[src/rtl/imem_resp_if.sv]
// Fetch-side bundle for imem_resp: request/response handshakes, flush and program-load port.
// The master is the core (fetch unit / loader); the slave is the instruction memory.
interface imem_resp_if #(
    parameter int n    = 32,
    parameter int alen = 6
);
    logic            req_valid;
    logic [alen-1:0] req_addr;
    logic            req_ready;
    logic            rsp_valid;
    logic [n-1:0]    rsp_instr;
    logic            rsp_err;
    logic            rsp_ready;
    logic            flush;
    logic            ld_en;
    logic [alen-1:0] ld_addr;
    logic [n-1:0]    ld_data;

    modport master (
        output req_valid, req_addr, rsp_ready, flush, ld_en, ld_addr, ld_data,
        input  req_ready, rsp_valid, rsp_instr, rsp_err
    );

    modport slave (
        input  req_valid, req_addr, rsp_ready, flush, ld_en, ld_addr, ld_data,
        output req_ready, rsp_valid, rsp_instr, rsp_err
    );
endinterface

[src/rtl/imem_resp.sv]
// Instruction-memory responder: one-cycle synchronous read, read register plus one skid
// entry so two responses can be outstanding while sustaining one fetch per cycle.
module imem_resp #(
    parameter int n     = 32,
    parameter int alen  = 6,
    parameter int DEPTH = 2 ** alen
) (
    input  logic        i_clock,
    input  logic        i_reset,
    imem_resp_if.slave  bus
);
    localparam int            AW  = (DEPTH > 1) ? $clog2(DEPTH) : 1;
    localparam logic [alen:0] LIM = (alen + 1)'(DEPTH);
    localparam logic [n-1:0]  NOP = n'(32'h0000_0013);

    logic [n-1:0] r_mem [DEPTH];

    logic         r_vld_p1;
    logic [n-1:0] r_dat_p1;
    logic         r_err_p1;
    logic         r_sk_vld;
    logic [n-1:0] r_sk_dat;
    logic         r_sk_err;

    logic          w_req_in;
    logic          w_ld_in;
    logic          w_pop;
    logic          w_accept;
    logic          w_rd_keep;
    logic [AW-1:0] w_req_idx;
    logic [AW-1:0] w_ld_idx;

    assign w_req_in  = {1'b0, bus.req_addr} < LIM;
    assign w_ld_in   = {1'b0, bus.ld_addr} < LIM;
    assign w_req_idx = bus.req_addr[AW-1:0];
    assign w_ld_idx  = bus.ld_addr[AW-1:0];

    // The skid entry is only ever occupied alongside the read register, so occ == 2 iff r_sk_vld.
    assign w_pop         = bus.rsp_valid & bus.rsp_ready;
    assign bus.req_ready = i_reset & ~bus.ld_en & ~(r_sk_vld & ~w_pop);
    assign w_accept      = bus.req_valid & bus.req_ready;
    assign w_rd_keep     = r_vld_p1 & ~(w_pop & ~r_sk_vld);

    assign bus.rsp_valid = r_sk_vld | r_vld_p1;
    assign bus.rsp_instr = r_sk_vld ? r_sk_dat : r_dat_p1;
    assign bus.rsp_err   = r_sk_vld ? r_sk_err : r_err_p1;

    always_ff @(posedge i_clock) begin
        if (bus.ld_en && w_ld_in) begin
            r_mem[w_ld_idx] <= bus.ld_data;
        end
    end

    // Stage p1: read register and skid; an unpopped read-register entry moves to the skid on accept.
    always_ff @(posedge i_clock) begin
        if (!i_reset) begin
            r_vld_p1 <= 1'b0;
            r_dat_p1 <= '0;
            r_err_p1 <= 1'b0;
            r_sk_vld <= 1'b0;
            r_sk_dat <= '0;
            r_sk_err <= 1'b0;
        end else begin
            if (bus.flush) begin
                r_vld_p1 <= w_accept;
                r_sk_vld <= 1'b0;
            end else begin
                r_vld_p1 <= w_accept | w_rd_keep;
                r_sk_vld <= w_accept ? w_rd_keep : (r_sk_vld & ~w_pop);
            end
            if (w_accept && w_rd_keep && !bus.flush) begin
                r_sk_dat <= r_dat_p1;
                r_sk_err <= r_err_p1;
            end
            if (w_accept) begin
                r_err_p1 <= ~w_req_in;
                r_dat_p1 <= w_req_in ? r_mem[w_req_idx] : NOP;
            end
        end
    end
endmodule

[src/flat_wrapper.sv]
// flat-port wrapper written by rule: the top's interface ports become plain ports
module imem_resp_flat 
#(
    parameter int n     = 32,
    parameter int alen  = 6,
    parameter int DEPTH = 2 ** alen
)
  (i_clock, i_reset, bus_req_valid, bus_req_addr, bus_rsp_ready, bus_flush, bus_ld_en, bus_ld_addr, bus_ld_data, bus_req_ready, bus_rsp_valid, bus_rsp_instr, bus_rsp_err);
  imem_resp_if #(.n(n), .alen(alen)) bus_i ();
  input  logic i_clock;
  input  logic i_reset;
  input wire logic [$bits(bus_i.req_valid)-1:0] bus_req_valid;
  input wire logic [$bits(bus_i.req_addr)-1:0] bus_req_addr;
  input wire logic [$bits(bus_i.rsp_ready)-1:0] bus_rsp_ready;
  input wire logic [$bits(bus_i.flush)-1:0] bus_flush;
  input wire logic [$bits(bus_i.ld_en)-1:0] bus_ld_en;
  input wire logic [$bits(bus_i.ld_addr)-1:0] bus_ld_addr;
  input wire logic [$bits(bus_i.ld_data)-1:0] bus_ld_data;
  output wire logic [$bits(bus_i.req_ready)-1:0] bus_req_ready;
  output wire logic [$bits(bus_i.rsp_valid)-1:0] bus_rsp_valid;
  output wire logic [$bits(bus_i.rsp_instr)-1:0] bus_rsp_instr;
  output wire logic [$bits(bus_i.rsp_err)-1:0] bus_rsp_err;
  assign bus_i.req_valid = bus_req_valid;
  assign bus_i.req_addr = bus_req_addr;
  assign bus_i.rsp_ready = bus_rsp_ready;
  assign bus_i.flush = bus_flush;
  assign bus_i.ld_en = bus_ld_en;
  assign bus_i.ld_addr = bus_ld_addr;
  assign bus_i.ld_data = bus_ld_data;
  assign bus_req_ready = bus_i.req_ready;
  assign bus_rsp_valid = bus_i.rsp_valid;
  assign bus_rsp_instr = bus_i.rsp_instr;
  assign bus_rsp_err = bus_i.rsp_err;
  imem_resp #(.n(n), .alen(alen), .DEPTH(DEPTH)) u_core (.i_clock(i_clock), .i_reset(i_reset), .bus(bus_i));
endmodule
[config.mk]
export PLATFORM = sky130hd
export DESIGN_NAME = imem_resp_flat
export DESIGN_NICKNAME = d
export VERILOG_FILES = /design/src/rtl/imem_resp_if.sv /design/src/rtl/imem_resp.sv /design/src/flat_wrapper.sv
export SDC_FILE = /design/constraint.sdc
export NUM_CORES = 2
export LEC_CHECK = 0
export CAP_MARGIN = 10
export CORE_ASPECT_RATIO = 0.6
export CORE_MARGIN = 5
export CORE_UTILIZATION = 45
export DETAILED_ROUTE_END_ITERATION = 10
export GPL_TIMING_DRIVEN = 1
export SLEW_MARGIN = 20
export SYNTH_ARGS = -nofsm -noshare
export SYNTH_HDL_FRONTEND = slang
export SYNTH_SLANG_ARGS = --single-unit
[constraint.sdc]
create_clock -name i_clock -period 5.54 [get_ports i_clock]
set_clock_uncertainty 0.1 [all_clocks]
set_input_delay 1.662 -clock i_clock [delete_from_list [all_inputs] [get_ports i_clock]]
set_output_delay 1.662 -clock i_clock [all_outputs]
set_load 0.02 [all_outputs]
==> out/qor.yml <==
timing:
  worst-slew-pin-transition_ns: 0.965
  fmax_mhz: 203
  timing.slew.headroom: 0.340
  timing.setup.tns_ns: 0
  post-route-min-period_ns: 4.92
  fin_hold_ws_ns: 0.359
  rsz0062_at_grt: "no"
  layout_worst_path_cycle_share: 0.889
  timing.final.setup_violations: 0
  slew_viol_final: 0
  hold_violations: 0
synth:
  synth_seq_cells: 2114
  ys_seq_area_frac: 0.772
  synthCells: 3885
  yosys_warnings: 0
  postSynth.topFlopCell: "sky130_fd_sc_hd__edfxtp_1"
  mappedNetlistNets: 3935
  yosysUniqueCellTypes: 59
  synth.cell_area_um2: 81400
  async_set_or_reset_flop_fraction_in_the_synthesized_netlist: 0
  synthesis.area_per_instance_um2: 20.9
  synth_enable_flop_cells: 2048
setup_path:
  crit_family: "buffers and inverters"
  crit_path_max_fanout: 19
  worst_path_required_ns: 3.78
  cp-end-kind: "primary output"
  crit-reg2reg-capture: "u_core.r_dat_p1[15]"
  crit_path_top_delay_cell: "sky130_fd_sc_hd__dfxtp_1"
  critical_path.startpoint_type: "register"
  regToRegStartpoint: "u_core.r_sk_vld"
  worstSetupPathDepth: 3
  arrival_ns: 3.16
  path_cells: "buf_4, mux2_2, clkdlybuf4s50_1"
  worst-r2r-cell-count: 8
  worstSetupPathType: "register to primary output"
  critical_path.n_buffers_inverters: 2
  cp_slowest_stage_delay_ns: 0.87
  flop2flop_setup_slack_ns: 2.21
finish:
  layout-drive-gt1-share: 0.249
  syn2layout_area_growth_pct: 13.5
  mostFrequentLayoutCell: "sky130_fd_sc_hd__edfxtp_1"
  num-fill-cells: 14000
  mostFrequentLayoutCells: "sky130_fd_sc_hd__edfxtp_1, sky130_fd_sc_hd__mux4_2, sky130_fd_sc_hd__nand2_1"
  final_util: 0.515
  count_of_nets_after_finishing: 4195
  final_cells: 6671
clock_network:
  cts_resized: 0
  worst_skew_pair.late_latency_ns: 0.82
  cts_buffers: 188
  holdBufCountCts: 0
  tritoncts: "done"
  cts.htree.levels: 4
  clk_tree_root_cell: "sky130_fd_sc_hd__clkbuf_16"
  clockBufferDepth: 4
  clk_transition_reported_paths_ns: 0.06
  clock_sink_count: 2114
  post_cts.repair.setup_buffers: 0
pwr:
  peak_vdd_ir_mv: 0.280
  total_switching_power_mw: 6.93
  p_int_mw: 25.3
  power.static_leakage_nw: 29.0
  combinationalPowerShare: 0.056
  switching_share: 0.215
  pwr_density_cell_nw_per_um2: 349
  seq_power_share: 0.549
  clkPwrFrac: 0.395
  power_mw: 32.2
drt:
  dr_total_vias: 41700
  dr.pass1.iters: 6
  detail_route.vias_per_cell: 6.26
  drt_iter0_drc: 6352
  wirelength_um: 226000
  post_drt_wl_per_cell_um: 33.8
  drc: 0
  detail_route_antenna_nets: 0
grt:
  grt.overflow.total: 0
  antenna_found_initial: 14
  grt_first_pass_wirelength_um: 317000
  groute.usage.overall: 0.234
  grt_max_degree: 94
  grt_pass1_vias: 40100
floorplan:
  die-width_um: 559
  initial_core_utilization: 0.454
  die_area_um2: 190000
  design.portCount: 85
  core.rowCount: 120
  fp.coreArea_um2: 179000
  die_height_um: 339
placement:
  total_placed_cells_including_tap_cells: 6334
  gp_routability_congestion: 0.829
  hpwl_um: 137000
  placement.io_buffers: 83
job:
  drv_cap: 0
min_path:
  holdCritStartpoint: "u_core.r_sk_dat[9]"
  whs_endpoint: "u_core.r_sk_dat[9]"
  classification_of_the_worst_slack_hold_path: "register to register"
  worstHoldPathCells: 2
outcome:
  status: "finished clean"
[sequential cells by signal, indices dropped and copies added (netlist names)]
name / cells
u_core.r_dat_p1: 32
u_core.r_mem: 2048
u_core.r_sk_dat: 32
u_core.r_sk_vld: 1
u_core.r_vld_p1: 1
[metrics by stage]
step                      instance area, um^2  worst slack, ns
after floorplan                         81400            0.613
after global placement                  86500            0.682
after detailed placement                86500            0.700
after CTS                               92300            0.587
after global routing                    92300            0.515
final                                   92300            0.616
[power by group through the flow]
stage          Sequential (mW)  Clock (mW)  Combinational [mW]
3_3_place_gp              18.0           0                1.79
5_1_grt                   17.7        13.6                1.89
4_1_cts                   17.7        12.9                1.81
3_5_place_dp              18.0           0                1.80
6_report                  17.7        12.7                1.81
2_1_floorplan             18.0           0               0.922
[final cells by class]
cell class	count	area [um^2]	share of cell area
antenna	3	7.51	0.0000813
multi-input combinational	1535	17800	0.193
tap	2379	2980	0.0322
inverter	6	25.0	0.000271
timing repair buffer	300	2880	0.0312
clock inverter	89	744	0.00806
clock buffer	245	5070	0.0550
sequential	2114	62800	0.681
[how the worst max path moves through the flow]
| stage | from | to | slack, ns |
|---|---|---|---|
| finish | u_core.r_sk_vld | bus_rsp_instr[12] | 0.62 |
| CTS | u_core.r_sk_vld | bus_rsp_instr[12] | 0.59 |
| global route | u_core.r_sk_vld | bus_rsp_instr[12] | 0.51 |
| floorplan | bus_ld_en | u_core.r_mem[32][0] | 0.61 |
| detailed placement | bus_rsp_ready | bus_req_ready | 0.70 |
| global placement | bus_rsp_ready | bus_req_ready | 0.68 |
[layer usage]
metal	vias to the layer above	wire (um)	track usage	part of all wire
met2	2319	95200	0.323	0.42
met3	258	23200	0.0459	0.10
met1	22400	103000	0.386	0.46
li1	16800	-	-	-
met4	8	4050	0.0450	0.018
met5	-	55	0	0.00024
[cell families after synthesis]
group / count (synthesis) / synth area share
and+or+nand+nor: 440 / 0.0238
buffers and inverters: 236 / 0.0152
AOI/OAI and AO/OA: 391 / 0.0356
other: 1 / 0.0000461
DFF: 2114 / 0.772
adders and majority gates: 1 / 0.000123
muxes: 702 / 0.153
[worst register-to-register path, cell delays in order (launching register included)]
cell and delay (ns):
sky130_fd_sc_hd__dfxtp_1 0.87, sky130_fd_sc_hd__nor2b_1 0.37, sky130_fd_sc_hd__or4b_1 0.74, sky130_fd_sc_hd__buf_4 0.38, sky130_fd_sc_hd__nor2_1 0.08, sky130_fd_sc_hd__buf_4 0.22, sky130_fd_sc_hd__a32oi_1 0.25, sky130_fd_sc_hd__buf_4 0.14
sky130_fd_sc_hd__nand4_1 0.08
[Yosys cell counts, drive strengths merged (30+ instances only)]
| library cell | count | area (um^2) |
|---|---|---|
| edfxtp | 2048 | 61500 |
| a22oi | 35 | 263 |
| nand2 | 246 | 923 |
| mux2i | 217 | 2170 |
| nor2 | 80 | 300 |
| o221ai | 43 | 377 |
| mux4 | 428 | 9640 |
| clkbuf | 110 | 413 |
| nand3 | 37 | 185 |
| o22ai | 91 | 569 |
| dfxtp | 66 | 1320 |
| buf | 120 | 798 |
| mux2 | 57 | 642 |
| a21boi | 32 | 240 |
| and2 | 30 | 188 |
| o211ai | 31 | 233 |
No activity file was read; power rests on OpenSTA's default activity.
